$ cat src/rtl/score_pkg.sv
// Shared constants, digit type and conversion-FSM state encoding for the
// score digit renderer.
package score_pkg;

    localparam int DIGIT_W    = 8;
    localparam int DIGIT_H    = 16;
    localparam int ROM_STRIDE = 16;
    localparam int NUM_DIGITS = 3;

    typedef logic [3:0] bcd_digit_t;

    typedef enum logic [1:0] {
        IDLE,
        SHIFT,
        DONE
    } conv_state_t;

    // Double-dabble correction applied to each work nibble before a shift.
    function automatic bcd_digit_t add3(input bcd_digit_t d);
        return (d >= 4'd5) ? bcd_digit_t'(d + 4'd3) : d;
    endfunction

endpackage

$ cat src/rtl/bin2bcd_seq.sv
// Sequential 8-bit binary to 3-digit BCD converter (double dabble).
// Holds one pending request and commits the result atomically.
module bin2bcd_seq
    import score_pkg::*;
(
    input  logic        Clk,
    input  logic        Reset,
    input  logic [7:0]  score,
    input  logic        score_valid,
    output logic        busy,
    output logic [11:0] bcd
);

    conv_state_t state, state_n;
    logic [7:0]  shreg, shreg_n;
    logic [7:0]  held, held_n;
    logic [11:0] work, work_n;
    logic [11:0] adj;
    logic [11:0] bcd_n;
    logic [2:0]  cnt, cnt_n;
    logic        pending, pending_n;

    assign adj  = {add3(work[11:8]), add3(work[7:4]), add3(work[3:0])};
    assign busy = (state != IDLE);

    always_comb begin
        // NOTE: every output of this block gets a default first, so no path
        // leaves a variable unassigned and no latch is inferred.
        state_n   = state;
        shreg_n   = shreg;
        work_n    = work;
        cnt_n     = cnt;
        held_n    = held;
        pending_n = pending;
        bcd_n     = bcd;

        unique case (state)
            IDLE: begin
                if (score_valid) begin
                    shreg_n = score;
                    work_n  = '0;
                    cnt_n   = '0;
                    state_n = SHIFT;
                end
            end
            SHIFT: begin
                {work_n, shreg_n} = {adj, shreg} << 1;
                cnt_n             = cnt + 3'd1;
                if (cnt == 3'd7) state_n = DONE;
                if (score_valid) begin
                    held_n    = score;
                    pending_n = 1'b1;
                end
            end
            DONE: begin
                bcd_n     = work;
                pending_n = 1'b0;
                // A pulse arriving in DONE is the newest request and wins.
                if (score_valid || pending) begin
                    shreg_n = score_valid ? score : held;
                    work_n  = '0;
                    cnt_n   = '0;
                    state_n = SHIFT;
                end else begin
                    state_n = IDLE;
                end
            end
            default: state_n = IDLE;
        endcase
    end

    // NOTE: sequential state uses non-blocking assignments so every register
    // samples its pre-edge value regardless of statement order.
    always_ff @(posedge Clk or posedge Reset) begin
        if (Reset) begin
            state   <= IDLE;
            shreg   <= '0;
            held    <= '0;
            work    <= '0;
            cnt     <= '0;
            pending <= 1'b0;
            bcd     <= '0;
        end else begin
            state   <= state_n;
            shreg   <= shreg_n;
            held    <= held_n;
            work    <= work_n;
            cnt     <= cnt_n;
            pending <= pending_n;
            bcd     <= bcd_n;
        end
    end

endmodule

$ cat src/rtl/score_digit_renderer.sv
// Renders the 3-digit score field: drives numbers-ROM addresses from the scan
// position and turns the returned glyph row into a per-pixel on flag.
module score_digit_renderer
    import score_pkg::*;
#(
    parameter logic [9:0] X0 = 10'd560,
    parameter logic [9:0] Y0 = 10'd16
) (
    input  logic        Clk,
    input  logic        Reset,
    input  logic [7:0]  score,
    input  logic        score_valid,
    input  logic [9:0]  DrawX,
    input  logic [9:0]  DrawY,
    output logic [7:0]  rom_addr,
    input  logic [7:0]  rom_data,
    output logic        pixel_on,
    output logic        busy,
    output logic [11:0] bcd
);

    localparam logic [9:0] X1 = X0 + 10'(NUM_DIGITS * DIGIT_W);
    localparam logic [9:0] Y1 = Y0 + 10'(DIGIT_H);

    logic [9:0] rel_x, rel_y;
    logic       in_region;
    logic [1:0] idx;
    logic [2:0] col;
    logic [3:0] row;
    bcd_digit_t hund, tens, ones, digit;
    logic       blank;
    logic       in_region_d, blank_d;
    logic [2:0] col_d;

    bin2bcd_seq u_conv (
        .Clk         (Clk),
        .Reset       (Reset),
        .score       (score),
        .score_valid (score_valid),
        .busy        (busy),
        .bcd         (bcd)
    );

    assign {hund, tens, ones} = bcd;

    assign rel_x     = DrawX - X0;
    assign rel_y     = DrawY - Y0;
    assign in_region = (DrawX >= X0) && (DrawX < X1) && (DrawY >= Y0) && (DrawY < Y1);
    assign idx       = rel_x[4:3];
    assign col       = rel_x[2:0];
    assign row       = rel_y[3:0];

    // Leading-zero suppression: the ones digit is always drawn.
    always_comb begin
        digit = ones;
        blank = 1'b0;
        unique case (idx)
            2'd0: begin
                digit = hund;
                blank = (hund == 4'd0);
            end
            2'd1: begin
                digit = tens;
                blank = (hund == 4'd0) && (tens == 4'd0);
            end
            default: digit = ones;
        endcase
    end

    assign rom_addr = in_region ? 8'(int'(digit) * ROM_STRIDE + int'(row)) : 8'd0;

    // Region, blank and column are delayed to line up with the ROM read latency.
    always_ff @(posedge Clk or posedge Reset) begin
        if (Reset) begin
            in_region_d <= 1'b0;
            blank_d     <= 1'b0;
            col_d       <= '0;
        end else begin
            in_region_d <= in_region;
            blank_d     <= blank;
            col_d       <= col;
        end
    end

    assign pixel_on = in_region_d & ~blank_d & rom_data[3'd7 - col_d];

endmodule

$ cat config.mk
export PLATFORM = sky130hd
export DESIGN_NAME = score_digit_renderer
export DESIGN_NICKNAME = d
export VERILOG_FILES = /design/src/rtl/score_pkg.sv /design/src/rtl/bin2bcd_seq.sv /design/src/rtl/score_digit_renderer.sv
export SDC_FILE = /design/constraint.sdc
export NUM_CORES = 1
export LEC_CHECK = 0
export BUFFER_PORTS_ARGS = -buffer_cell sky130_fd_sc_hd__buf_2
export CELL_PAD_IN_SITES_DETAIL_PLACEMENT = 0
export CELL_PAD_IN_SITES_GLOBAL_PLACEMENT = 2
export CORE_ASPECT_RATIO = 2
export CORE_UTILIZATION = 29
export CTS_CLUSTER_SIZE = 12
export DETAILED_ROUTE_END_ITERATION = 7
export HOLD_SLACK_MARGIN = 0.1
export PLACE_DENSITY = 0.7
export SETUP_SLACK_MARGIN = 0.4
export SKIP_CTS_REPAIR_TIMING = 1
export SYNTH_ARGS = -nofsm -noshare
export SYNTH_HDL_FRONTEND = slang
export SYNTH_SLANG_ARGS = --single-unit
$ cat constraint.sdc
create_clock -name Clk -period 1.85 [get_ports Clk]
set_input_delay 0.0925 -clock Clk [delete_from_list [all_inputs] [get_ports Clk]]
set_output_delay 0.0925 -clock Clk [all_outputs]
set_load 0.02 [all_outputs]
==> results.md <==
* First-pass GRT wire length at 10.6 mm
* Clk Tree Root Cell: clkbuf_16
* Largest net degree at the start of global routing at 52
* Worst slew margin at 0.709
* Drc violations at 10
* FF-to-FF path depth at 7
* Port bufs at 60
* NumNets Final at 375
* Clk_lat worst skew at 0.29 ns
* CTS tree: done
* Outcome: finished, violations left
* Max incr delay on CP at 0.42 ns
* Number of global-route vias before repair at 2212
* FMAX at 575 MHz
* ANT cells at 0
* Largest cells by area after synthesis: dfrtp_1, mux2_2, ha_1
* Syn avg cell area at 11.3 sq um
* Drt initial violations at 82
* Tcrit/Tclk final at 0.941
* Crit path buf inv count at 2
* Most frequent cells in the layout: buf_2, dfrtp_1, mux2_2
* Die H at 141 microns
* Bufs on Longest Clock Path at 2
* Yosys reg bits at 51
* # setup viols final at 0
* Post-synthesis sequential area ratio at 0.457
* Max cap viols at 0
* Pwr Total at 5280 uW
* DR pass1 iterations at 8
* Crit Path Class: reg2reg
* Commonest non-fill, non-tap cell in the layout: buf_2
* Drt via density at 4.96
* CP endpoint: u_conv.shreg[7]
* Failing checks: design-rule violations
* Post-DP HPWL at 4.82 mm
* Num CTS Buffers at 5
* Post-synth ARST share at 1.00
* Crit Path Max Fanout at 5
* Total Routing Usage GR at 0.138
* Hold Fails Final Rpt at 0
* Site row count at 50
* CP cell instances: inv_2, ha_4, nand2b_4, a21o_4, o31ai_4, clkbuf_16, mux2_4
* Share of cells above drive strength 1 at 0.415
* Crit start category: register
* GPL Wtd Cong at 0.783
* Avg WL per Cell at 16.2 microns
* Fin Hold WS at 0.0842 ns
* Fin. max-slew vios at 0
* Starting Density at 0.298
* Post-synth top area cell: dfrtp_1
* Clock skew at 0.00773 ns
* Unrepaired setup endpoints after global routing: yes
* Detailed-route wire length at 6.95 mm
* Cell total after placement at 404
* Number of flops mapped to enable cells by yosys at 0
* Syn_nets at 298
* Pwr Density at 1420 nW/um^2
* Chip Width at 71.4 microns
* TNS Setup at 0 ns
* Total grt overflow at 0
* Ys Warns at 0
* Primary FF master, synth: dfrtp_1
* Origin of the worst setup path: u_conv.state[0]
* H-tree depth at 2
* Vias at 2126
* Delay-heaviest family, CP: flip-flops
* Clock slew at reported path FFs at 0.07 ns
* Worst setup EP type: register
* RR Startpoint: u_conv.state[0]
* Tmin final at 1.74 ns
* Worst vdd ir at 0.657 mV
* Area share of the largest cell type after synthesis at 0.457
* Synth Cell Area at 2790 sq um
* Capture point of the worst reg-to-reg path: u_conv.shreg[7]
* WP data required at 2.03 ns
* Syn Inst Count at 247
* Core footprint at 9380 sq um
* Post-synth cell types at 46
* Worst path slowest cell: dfrtp_1
* Post-Layout Cell Count at 429
* Stages on the worst setup path at 7
* Die Area at 10100 sq um
* Fillers at 929
* Synthesis-to-layout area growth at 33.2%
* Hold Crit Class: in2reg
* IO Pins at 61
* Final ANT Viol Nets at 0
* CP arrival at 1.92 ns
* R2R Setup Slk at 0.11 ns
* Hold Path Depth at 3
* Leakage Power at 0.00181 uW
* Slew @ Worst Pin at 0.437 ns
* Clock Sinks at 51
* Initial antenna violation count at 0
[power breakdown]
| part | switching, uW | internal (uW) |
|---|---|---|
| logic | 1200 | 1350 |
| registers | 294 | 1490 |
| clock network | 408 | 542 |
| total | 1900 | 3380 |
[worst reg2reg max path: cells and delay by family, from the launching register on]
| family | cells | cell delay, ns |
|---|---|---|
| AOI/OAI and AO/OA | 2 | 0.32 |
| adders and majority gates | 1 | 0.19 |
| buffers and inverters | 2 | 0.35 |
| DFF | 1 | 0.42 |
| muxes | 1 | 0.29 |
| and+or+nand+nor | 1 | 0.07 |
[flip-flops by register name, indices dropped and copies added, names as in the netlist]
signal / flops
u_conv.bcd: 12
col_d: 3
in_region_d: 1
u_conv.held: 8
blank_d: 1
u_conv.shreg: 8
u_conv.state: 2
u_conv.pending: 1
u_conv.work: 12
u_conv.cnt: 3
[cells in the mapped netlist (2+ instances only)]
| library cell | instances |
|---|---|
| buf_2 | 6 |
| o21ai_0 | 11 |
| mux4_2 | 2 |
| ha_1 | 12 |
| a21oi_1 | 7 |
| clkbuf_1 | 2 |
| buf_6 | 3 |
| xnor2_1 | 3 |
| nand3_1 | 10 |
| nor2_1 | 7 |
| a211oi_1 | 4 |
| inv_1 | 19 |
| nor3_1 | 2 |
| mux2_2 | 21 |
| dfrtp_1 | 51 |
| a211o_1 | 2 |
| and2_1 | 4 |
| mux2_1 | 5 |
| mux2i_1 | 15 |
| o221ai_1 | 7 |
| o2bb2ai_1 | 6 |
| nand2_1 | 15 |
| a21bo_2 | 2 |
| nor4b_1 | 4 |
| and3_1 | 2 |
| nand2b_1 | 5 |
[metrics by stage]
step,utilization,worst slack (ns),area (sq um)
after floorplan,-,0.143,2850
after global placement,0.347,0.0886,3260
after detailed placement,0.347,0.0496,3260
after CTS,0.363,0.0306,3410
after global routing,0.396,0.0519,3720
final,0.396,0.110,3720
[cells by family (layout without fill, tap and decap cells)]
| kind of cell | count (synthesis) | in the layout | share of synthesized area |
|---|---|---|---|
| and+or+nand+nor | 56 | 56 | 0.112 |
| buffers and inverters | 33 | 111 | 0.0565 |
| adders and majority gates | 12 | 12 | 0.0538 |
| muxes | 43 | 43 | 0.175 |
| DFF | 51 | 51 | 0.457 |
| xor gates and xnor gates | 3 | 3 | 0.00941 |
| AOI/OAI and AO/OA | 49 | 49 | 0.137 |
[worst min path at each step]
stage	from	end	slack, ns
5_1_grt	score[4]	u_conv.held[4]	0.11
4_1_cts	Reset	u_conv.shreg[4]	-0.14
3_3_place_gp	Reset	u_conv.work[8]	0.17
2_1_floorplan	DrawX[0]	col_d[0]	0.12
3_5_place_dp	Reset	u_conv.work[8]	0.17
6_report	score[7]	u_conv.held[7]	0.08
[routing by layer]
layer	vias to the layer above	wire length, microns	GRT usage	share of wire
met5	-	0	0	0
met4	0	150	0.0568	0.022
met3	11	290	0.0236	0.042
met2	58	4040	0.272	0.58
met1	1019	2470	0.136	0.36
li1	1038	-	-	-
[layout make-up]
type / instances / area [sq um] / share of cell area
timing repair buffer: 83 / 608 / 0.164
multi-input combinational: 163 / 1470 / 0.396
clock inverter: 1 / 8.76 / 0.00236
tap: 104 / 130 / 0.0350
clock buffer: 7 / 143 / 0.0384
inverter: 20 / 77.6 / 0.0209
sequential: 51 / 1280 / 0.344
No activity file was read; power rests on OpenSTA's default activity.
